**src/rtl/vend_ctrl_multi.sv**
```systemverilog
// Multi-coin, multi-product vending controller: running credit, priced selections,
// and change returned one credit unit per cycle on CANCEL, after a vend, or on idle timeout.
module vend_ctrl_multi #(
    parameter int                         CREDIT_W   = 8,
    parameter int                         N_PROD     = 4,
    parameter int                         SEL_W      = 2,
    parameter logic [N_PROD*CREDIT_W-1:0] PRICE_VEC  = {8'd20, 8'd15, 8'd10, 8'd5},
    parameter logic [4*CREDIT_W-1:0]      COIN_VEC   = {8'd10, 8'd5, 8'd2, 8'd1},
    parameter int                         CREDIT_MAX = 50,
    parameter int                         TIMEOUT    = 100
) (
    input  logic                CLK,
    input  logic                RST,
    input  logic                C_IN,
    input  logic [1:0]          C_SEL,
    input  logic                B_IN,
    input  logic [SEL_W-1:0]    B_SEL,
    input  logic                CANCEL,
    output logic                COFF,
    output logic [SEL_W-1:0]    COFF_ID,
    output logic                BAL,
    output logic [CREDIT_W-1:0] CREDIT,
    output logic                C_REJ,
    output logic                B_REJ,
    output logic                BUSY
);

    localparam int TW = $clog2(TIMEOUT + 1);
    localparam logic [CREDIT_W:0] MAX_EXT  = (CREDIT_W + 1)'(CREDIT_MAX);
    localparam logic [SEL_W:0]    NP_EXT   = (SEL_W + 1)'(N_PROD);
    localparam logic [TW-1:0]     TMO_LAST = TW'(TIMEOUT - 1);

    // Bit 1 of the encoding marks the busy states so BUSY is a plain register bit.
    typedef enum logic [1:0] {
        S_IDLE   = 2'b00,
        S_CREDIT = 2'b01,
        S_VEND   = 2'b10,
        S_REFUND = 2'b11
    } state_t;

    state_t              r_state;
    logic [CREDIT_W-1:0] r_credit;
    logic [TW-1:0]       r_timer;
    logic                r_coff;
    logic [SEL_W-1:0]    r_coff_id;
    logic                r_bal;
    logic                r_crej;
    logic                r_brej;

    logic [CREDIT_W-1:0] w_coin;
    logic [CREDIT_W-1:0] w_price;
    logic [CREDIT_W:0]   w_sum;
    logic                w_sel_ok;
    logic                w_coin_ok;
    logic                w_can_buy;

    always_comb begin
        w_coin  = '0;
        w_price = '0;
        for (int i = 0; i < 4; i++) begin
            if (C_SEL == 2'(i)) w_coin = COIN_VEC[i*CREDIT_W +: CREDIT_W];
        end
        for (int i = 0; i < N_PROD; i++) begin
            if (B_SEL == SEL_W'(i)) w_price = PRICE_VEC[i*CREDIT_W +: CREDIT_W];
        end
        w_sum     = {1'b0, r_credit} + {1'b0, w_coin};
        w_coin_ok = (w_sum <= MAX_EXT);
        w_sel_ok  = ({1'b0, B_SEL} < NP_EXT);
        w_can_buy = w_sel_ok && (r_credit >= w_price);
    end

    always_ff @(posedge CLK) begin
        if (RST) begin
            r_state   <= S_IDLE;
            r_credit  <= '0;
            r_timer   <= '0;
            r_coff    <= 1'b0;
            r_coff_id <= '0;
            r_bal     <= 1'b0;
            r_crej    <= 1'b0;
            r_brej    <= 1'b0;
        end else begin
            r_coff    <= 1'b0;
            r_coff_id <= '0;
            r_bal     <= 1'b0;
            r_crej    <= 1'b0;
            r_brej    <= 1'b0;
            case (r_state)
                S_IDLE, S_CREDIT: begin
                    if (CANCEL && (r_state == S_CREDIT)) begin
                        r_state  <= S_REFUND;
                        r_bal    <= 1'b1;
                        r_credit <= r_credit - 1'b1;
                        r_timer  <= '0;
                        r_brej   <= B_IN;
                        r_crej   <= C_IN;
                    end else if (B_IN && w_can_buy) begin
                        r_state   <= S_VEND;
                        r_coff    <= 1'b1;
                        r_coff_id <= B_SEL;
                        r_credit  <= r_credit - w_price;
                        r_timer   <= '0;
                        r_crej    <= C_IN;
                    end else begin
                        r_brej <= B_IN;
                        if (C_IN) begin
                            if (w_coin_ok) begin
                                r_credit <= w_sum[CREDIT_W-1:0];
                                r_state  <= (w_sum == '0) ? S_IDLE : S_CREDIT;
                            end else begin
                                r_crej <= 1'b1;
                            end
                        end
                        // Any strobe restarts the inactivity window; only CREDIT counts.
                        if (B_IN || C_IN) begin
                            r_timer <= '0;
                        end else if (r_state == S_CREDIT) begin
                            if (r_timer == TMO_LAST) begin
                                r_timer  <= '0;
                                r_state  <= S_REFUND;
                                r_bal    <= 1'b1;
                                r_credit <= r_credit - 1'b1;
                            end else begin
                                r_timer <= r_timer + 1'b1;
                            end
                        end
                    end
                end
                S_VEND: begin
                    r_crej <= C_IN;
                    r_brej <= B_IN;
                    if (r_credit != '0) begin
                        r_state  <= S_REFUND;
                        r_bal    <= 1'b1;
                        r_credit <= r_credit - 1'b1;
                    end else begin
                        r_state <= S_IDLE;
                    end
                end
                S_REFUND: begin
                    r_crej <= C_IN;
                    r_brej <= B_IN;
                    if (r_credit != '0) begin
                        r_bal    <= 1'b1;
                        r_credit <= r_credit - 1'b1;
                    end else begin
                        r_state <= S_IDLE;
                    end
                end
                default: r_state <= S_IDLE;
            endcase
        end
    end

    assign COFF    = r_coff;
    assign COFF_ID = r_coff_id;
    assign BAL     = r_bal;
    assign CREDIT  = r_credit;
    assign C_REJ   = r_crej;
    assign B_REJ   = r_brej;
    assign BUSY    = r_state[1];

endmodule
```
**config.mk**
```make
export PLATFORM = sky130hd
export DESIGN_NAME = vend_ctrl_multi
export DESIGN_NICKNAME = d
export VERILOG_FILES = /design/src/rtl/vend_ctrl_multi.sv
export SDC_FILE = /design/constraint.sdc
export NUM_CORES = 1
export LEC_CHECK = 0
export ABC_AREA = 1
export BUFFER_PORTS_ARGS = -buffer_cell sky130_fd_sc_hd__buf_4
export CAP_MARGIN = 30
export CORE_MARGIN = 10
export CORE_UTILIZATION = 58
export DETAILED_ROUTE_END_ITERATION = 7
export GPL_TIMING_DRIVEN = 1
export PLACE_DENSITY_LB_ADDON = 0.25
export SYNTH_ARGS = -nofsm -noshare
export SYNTH_HDL_FRONTEND = slang
export SYNTH_SLANG_ARGS = --single-unit
```
**constraint.sdc**
```tcl
create_clock -name CLK -period 3.2 [get_ports CLK]
set_clock_uncertainty 0.1 [all_clocks]
set_input_delay 0.48 -clock CLK [delete_from_list [all_inputs] [get_ports CLK]]
set_output_delay 0.48 -clock CLK [all_outputs]
set_load 0.01 [all_outputs]
```
==> results of run 1 <==
==> cell type report <==
class	instances	area (um2)	area share, %
well taps	46	57.56	2.612
multi-input cells	226	1272	57.75
clock buffers	4	26.28	1.193
inverters	53	198.9	9.029
flip-flops and latches	23	460.4	20.90
repair buffers	25	187.7	8.518
==> cells in the final DEF (no fill, tap or decap) <==
master,instances
a21o_1,1
o211ai_1,3
o21ai_1,2
nor2_4,1
nor3_2,1
ha_1,13
xnor2_1,2
nor4_1,2
o21ai_0,13
a21oi_1,29
nand2_1,69
nand4_1,9
nand3_1,18
a211oi_1,3
a31oi_1,1
fa_1,2
clkbuf_1,1
clkbuf_4,3
inv_1,52
nand2_2,1
inv_2,1
o221ai_1,1
nor2_1,32
nor3_1,4
o211ai_2,2
a21oi_2,1
dfxtp_1,23
buf_4,25
xor2_1,12
nand3_2,4
==> state kept, by name, indices dropped and copies added (netlist names) <==
register / flops
BAL: 1
B_REJ: 1
CREDIT: 8
COFF: 1
r_timer: 7
r_state: 2
C_REJ: 1
COFF_ID: 2
==> path summary, 6_finish.rpt <==
path	startpoint	endpoint	slack [ns]	cells after the start
worst max-delay path	CREDIT[0]$_SDFFE_PP0P_	CREDIT[2]$_SDFFE_PP0P_	0.47	13
worst min-delay path	C_IN	C_REJ$_SDFF_PP0_	0.30	3
worst max register to register	CREDIT[0]$_SDFFE_PP0P_	CREDIT[2]$_SDFFE_PP0P_	0.47	13
worst min register to register	r_timer[5]$_SDFFE_PP0P_	r_timer[5]$_SDFFE_PP0P_	0.39	2
==> where the power goes <==
part | switching [mW] | total [mW] | internal [mW]
clock | 0.0919 | 0.141 | 0.0489
combinational | 0.737 | 1.20 | 0.460
sequential | 0.115 | 0.471 | 0.356
==> worst max-delay path: cells and delay by family, from the launching register on <==
family                   cells  cell delay, ns
adder cells (fa/ha/maj)      2            0.65
buffers and inverters        1            0.06
AND/OR/NAND/NOR              8            0.91
flip-flops                   1            0.50
XOR/XNOR                     1            0.33
AO/OA/AOI/OAI                1            0.08
==> routing by layer <==
layer / up-vias / routed length [um]
li1: 1047 / -
met1: 893 / 2276
met2: 56 / 2148
met3: 4 / 347
met4: 0 / 18
met5: - / 0
==> through the flow <==
stage	setup WS [ns]	utilization (%)	area (um2)
2_1_floorplan	0.7354	-	1978
3_3_place_gp	0.3801	65.76	2177
3_5_place_dp	0.3287	65.76	2177
4_1_cts	0.4902	66.55	2203
5_1_grt	0.2580	66.55	2203
6_report	0.4659	66.55	2203
==> cell families (layout without fill, tap and decap cells) <==
logic type / Yosys count / after routing / synth area share [%]
simple gates: 141 / 141 / 31.63
buf+inv: 60 / 82 / 12.40
xor+xnor: 14 / 14 / 6.199
fa+ha+maj: 15 / 15 / 10.25
flops: 23 / 23 / 23.28
compound gates: 56 / 56 / 16.26
==> impl_metrics.yaml, run 1 <==
sta:
  fin_crit_sh_pct: 85.44
  timing.final.crit_period_ns: 2.734
  hold_viol: 0
  timing.hold.ws_ns: 0.2975
  slew_headroom_pct: 59.20
  rsz0062_at_grt: "no"
  drv_slew: 0
  setup_viol: 0
  tightestPinTransition_ns: 0.6097
  fmax_mhz: 365.8
  fin_tns_setup_ns: 0
drt:
  antenna_left: 0
  drtIter0Drc: 214
  num_vias: 2000
  drt-total-wl_um: 4790
  wl_per_cell_um: 12.71
  drcViolationCount: 0
  firstDrtPassIters: 4
  vias_per_cell: 5.305
global_route:
  grt-busiest-layer: "met2"
  grt_start_max_net_pins: 14
  grt_pass1_wl_um: 8452
  grt_overflow: 0
  use_met2_pct: 26.64
  grt_pass1_vias: 1877
  antenna_found_initial: 0
  gr-usage-met3_pct: 4.556
  grt_usage_pct: 16.20
  gr-usage-met1_pct: 21.22
power_and_ir_drop:
  max-vdd-ir-drop_uv: 508.0
  power.total_mw: 1.808
  p_per_area_mw_per_mm2: 820.6
  leakagePower_nw: 1.133
cells_and_area:
  drive_above_1_share_pct: 11.78
  area_growth_pct: 11.39
  nFillCells: 332
  instances_no_fill: 377
  nets: 356
  diodes: 0
floorplan:
  start_util_pct: 59.75
  core_mm2: 0.003311
  core.rowCount: 21
  dieWidth_um: 78.40
  die_area_mm2: 0.006147
  ios: 24
  die-height_um: 78.40
critical_path:
  cp_slowest_cell: "dfxtp_1"
  critPathLaunchType: "flop"
  path_max_fanout: 13
  worstPathCellList: "ha_1 > inv_1 > fa_1 > xor2_1 > nand3_1 > nand3_2 > nand3_2 > nand2_1 > o211ai_2 > nand2_1 > nand2_1 > nand2_1 > nor2_1"
  cpPeakStageDelay_ns: 0.50
  crit_type: "reg -> reg"
  crit_path_end_kind: "flop"
  worstPathRequired_ns: 3.32
  crit_top_cell: "nand2_1"
  crit_arrival_ns: 2.86
clock_network:
  postCtsSetupBuffers: 0
  cts_tree: "yes"
  ctsResizeCount: 0
  numCtsBuffers: 3
  clock-sinks: 23
  cts.clk_slew.worst_paths_ns: 0.14
  cts_buffer_depth: 2
  htreeDepth: 1
  clk_latency_ns: 0.33
  cts_root_buffer: "clkbuf_4"
  hold_buffers: 0
logic_synthesis:
  synth_area_leaders: "dfxtp_1 (23%), nand2_1 (13%), inv_1 (9.9%), ha_1 (8.2%), a21oi_1 (7.3%)"
  yosys-top-cells-count: "nand2_1 (69), inv_1 (52), nor2_1 (32)"
  yosysTopAreaCellShare_pct: 23.28
  ys_ff_latch: 23
  syn_nets: 333
  yosys.area.top_type: "dfxtp_1"
  synth_top_flop_cell: "dfxtp_1"
  yosysWarnings: 0
  netlist_area_mm2: 0.001978
  synth.avg_cell_area_um2: 6.402
  synth_edf_count: 0
  synth_cell_types: 30
  synth-seq-area-share_pct: 23.28
  async_flop_share_pct: 0
  synthMostInstantiatedCell: "nand2_1"
  netlist_instances: 309
place:
  io_buffers: 23
  gp_congestion: 0.8766
  dp.cells: 373
  place_hpwl_um: 3860
min_path:
  hp-class: "in -> reg"
status:
  status: "complete, no violations"
flow_run:
  cap_violations: 0
No activity file was read; power rests on OpenSTA's default activity.
==> run 2: changes to the inputs <==
--- a/config.mk
+++ b/config.mk
@@ -8,8 +8,10 @@
 export ABC_AREA = 1
 export BUFFER_PORTS_ARGS = -buffer_cell sky130_fd_sc_hd__buf_4
 export CAP_MARGIN = 30
+export CELL_PAD_IN_SITES_DETAIL_PLACEMENT = 2
+export CELL_PAD_IN_SITES_GLOBAL_PLACEMENT = 2
 export CORE_MARGIN = 10
-export CORE_UTILIZATION = 58
+export CORE_UTILIZATION = 31
 export DETAILED_ROUTE_END_ITERATION = 7
 export GPL_TIMING_DRIVEN = 1
 export PLACE_DENSITY_LB_ADDON = 0.25
==> run 2 against run 1 <==
Clock power rose by 32%. Die area rose by 62%. Critical path depth rose by 6.
==> impl_metrics.yaml, run 2 (same netlist as run 1, synthesis figures left out) <==
drt:
  drcViolationCount: 0
  drtIter0Drc: 78
  wl_per_cell_um: 16.98
  antenna_left: 0
  firstDrtPassIters: 4
  drt-total-wl_um: 6994
  num_vias: 2103
  vias_per_cell: 5.104
sta:
  fin_tns_setup_ns: 0
  tightestPinTransition_ns: 0.5060
  fin_crit_sh_pct: 85.98
  rsz0062_at_grt: "no"
  hold_viol: 0
  drv_slew: 0
  timing.hold.ws_ns: 0.3814
  timing.final.ws_setup_ns: 0.4486
  setup_viol: 0
  fmax_mhz: 363.5
  slew_headroom_pct: 66.27
  timing.final.crit_period_ns: 2.751
cells_and_area:
  drive_above_1_share_pct: 12.84
  design_area_mm2: 0.002291
  layout_commonest_cell: "nand2_1"
  nets: 360
  nFillCells: 821
  diodes: 0
  post-route-util_pct: 36.50
  area_growth_pct: 15.81
  largest_reg_flops: 8
  instances_no_fill: 412
  most-common-layout-cells: "nand2_1 (69), inv_1 (52), nor2_1 (32)"
critical_path:
  path_max_fanout: 13
  critPathLaunchType: "input port"
  crit_arrival_ns: 2.81
  worstPathRequired_ns: 3.26
  crit_type: "in -> reg"
  crit_path_end_kind: "flop"
global_route:
  grt_usage_pct: 13.93
  grt_pass1_wl_um: 11470
  grt_start_max_net_pins: 14
  grt_overflow: 0
  grt_pass1_vias: 2228
  antenna_found_initial: 0
flow_run:
  cap_violations: 0
clock_network:
  htreeDepth: 1
  postCtsSetupBuffers: 0
  clock-sinks: 23
  clk_latency_ns: 0.27
  cts_buffer_depth: 2
  cts_root_buffer: "clkbuf_8"
  ctsResizeCount: 0
  cts.clk_slew.worst_paths_ns: 0.08
  hold_buffers: 0
  numCtsBuffers: 3
  cts_tree: "yes"
floorplan:
  start_util_pct: 31.51
  die-height_um: 99.88
  dieWidth_um: 99.88
  die_area_mm2: 0.009976
  core.rowCount: 29
  core_mm2: 0.006277
  ios: 24
place:
  io_buffers: 23
  preCtsSetupSlack_ns: 0.2242
  dp.cells: 408
  place_hpwl_um: 5685
  gp_congestion: 0.7738
  place_area_mm2: 0.002246
power_and_ir_drop:
  power_frac_comb_pct: 67.5
  power.internal_mw: 0.9381
  p_sw_share_pct: 53.07
  power.total_mw: 1.999
  p_seq_share_pct: 23.2
  clock_power_share_pct: 9.3
  p_switching_mw: 1.061
  leakagePower_nw: 1.161
  p_per_area_mw_per_mm2: 872.6
  max-vdd-ir-drop_uv: 264.0
min_path:
  hp-class: "in -> reg"
status:
  status: "complete, no violations"
[run 2: cell types whose count changed in the layout (fill, tap and decap cells not counted)]
cell / delta
buf_4: +4
clkbuf_8: +3
clkbuf_4: -3
[run 2: worst paths after layout]
kind | from | end | slack [ns] | cells past startpoint
worst max register to register | CREDIT[0]$_SDFFE_PP0P_ | CREDIT[2]$_SDFFE_PP0P_ | 0.49 | 17
worst max-delay path | C_SEL[0] | CREDIT[2]$_SDFFE_PP0P_ | 0.45 | 19
worst min register to register | r_timer[5]$_SDFFE_PP0P_ | r_timer[5]$_SDFFE_PP0P_ | 0.39 | 2
worst min-delay path | RST | r_timer[5]$_SDFFE_PP0P_ | 0.38 | 2
[run 2: metal layers]
metal  up-vias  wire length (um)  track usage (%)
li1       1052                 -                -
met5         -                 0                0
met4         0                25            1.874
met1      1023              3341            18.25
met2        26              3358            23.39
met3         2               269            2.816
[run 2: power groups by stage]
stage	clock network, mW	logic (mW)	registers, mW
finish	0.186	1.35	0.464
global route	0.205	1.53	0.479
CTS	0.195	1.36	0.468
detailed placement	0	1.35	0.475
global placement	0	1.30	0.471
floorplan	0	0.911	0.449
[run 2: worst max-delay path: stages]
cell      delay, ns
buf_4          0.13
inv_1          0.11
ha_1           0.21
inv_1          0.06
fa_1           0.40
inv_1          0.09
nand3_1        0.09
nand2_1        0.13
nand2_1        0.06
nand2_1        0.07
inv_1          0.07
nand3_2        0.12
nand3_2        0.27
nand2_1        0.17
o211ai_2       0.08
nand2_1        0.09
nand2_1        0.06
nand2_1        0.07
nor2_1         0.04
[run 2: cell type report]
class                   instances  area (um2)  share of cell area (%)
multi-input cells             226        1272                   55.54
flip-flops and latches         23       460.4                   20.10
repair buffers                 29       217.7                   9.503
well taps                      77       96.34                   4.205
clock buffers                   4       45.04                   1.966
inverters                      53       198.9                   8.684
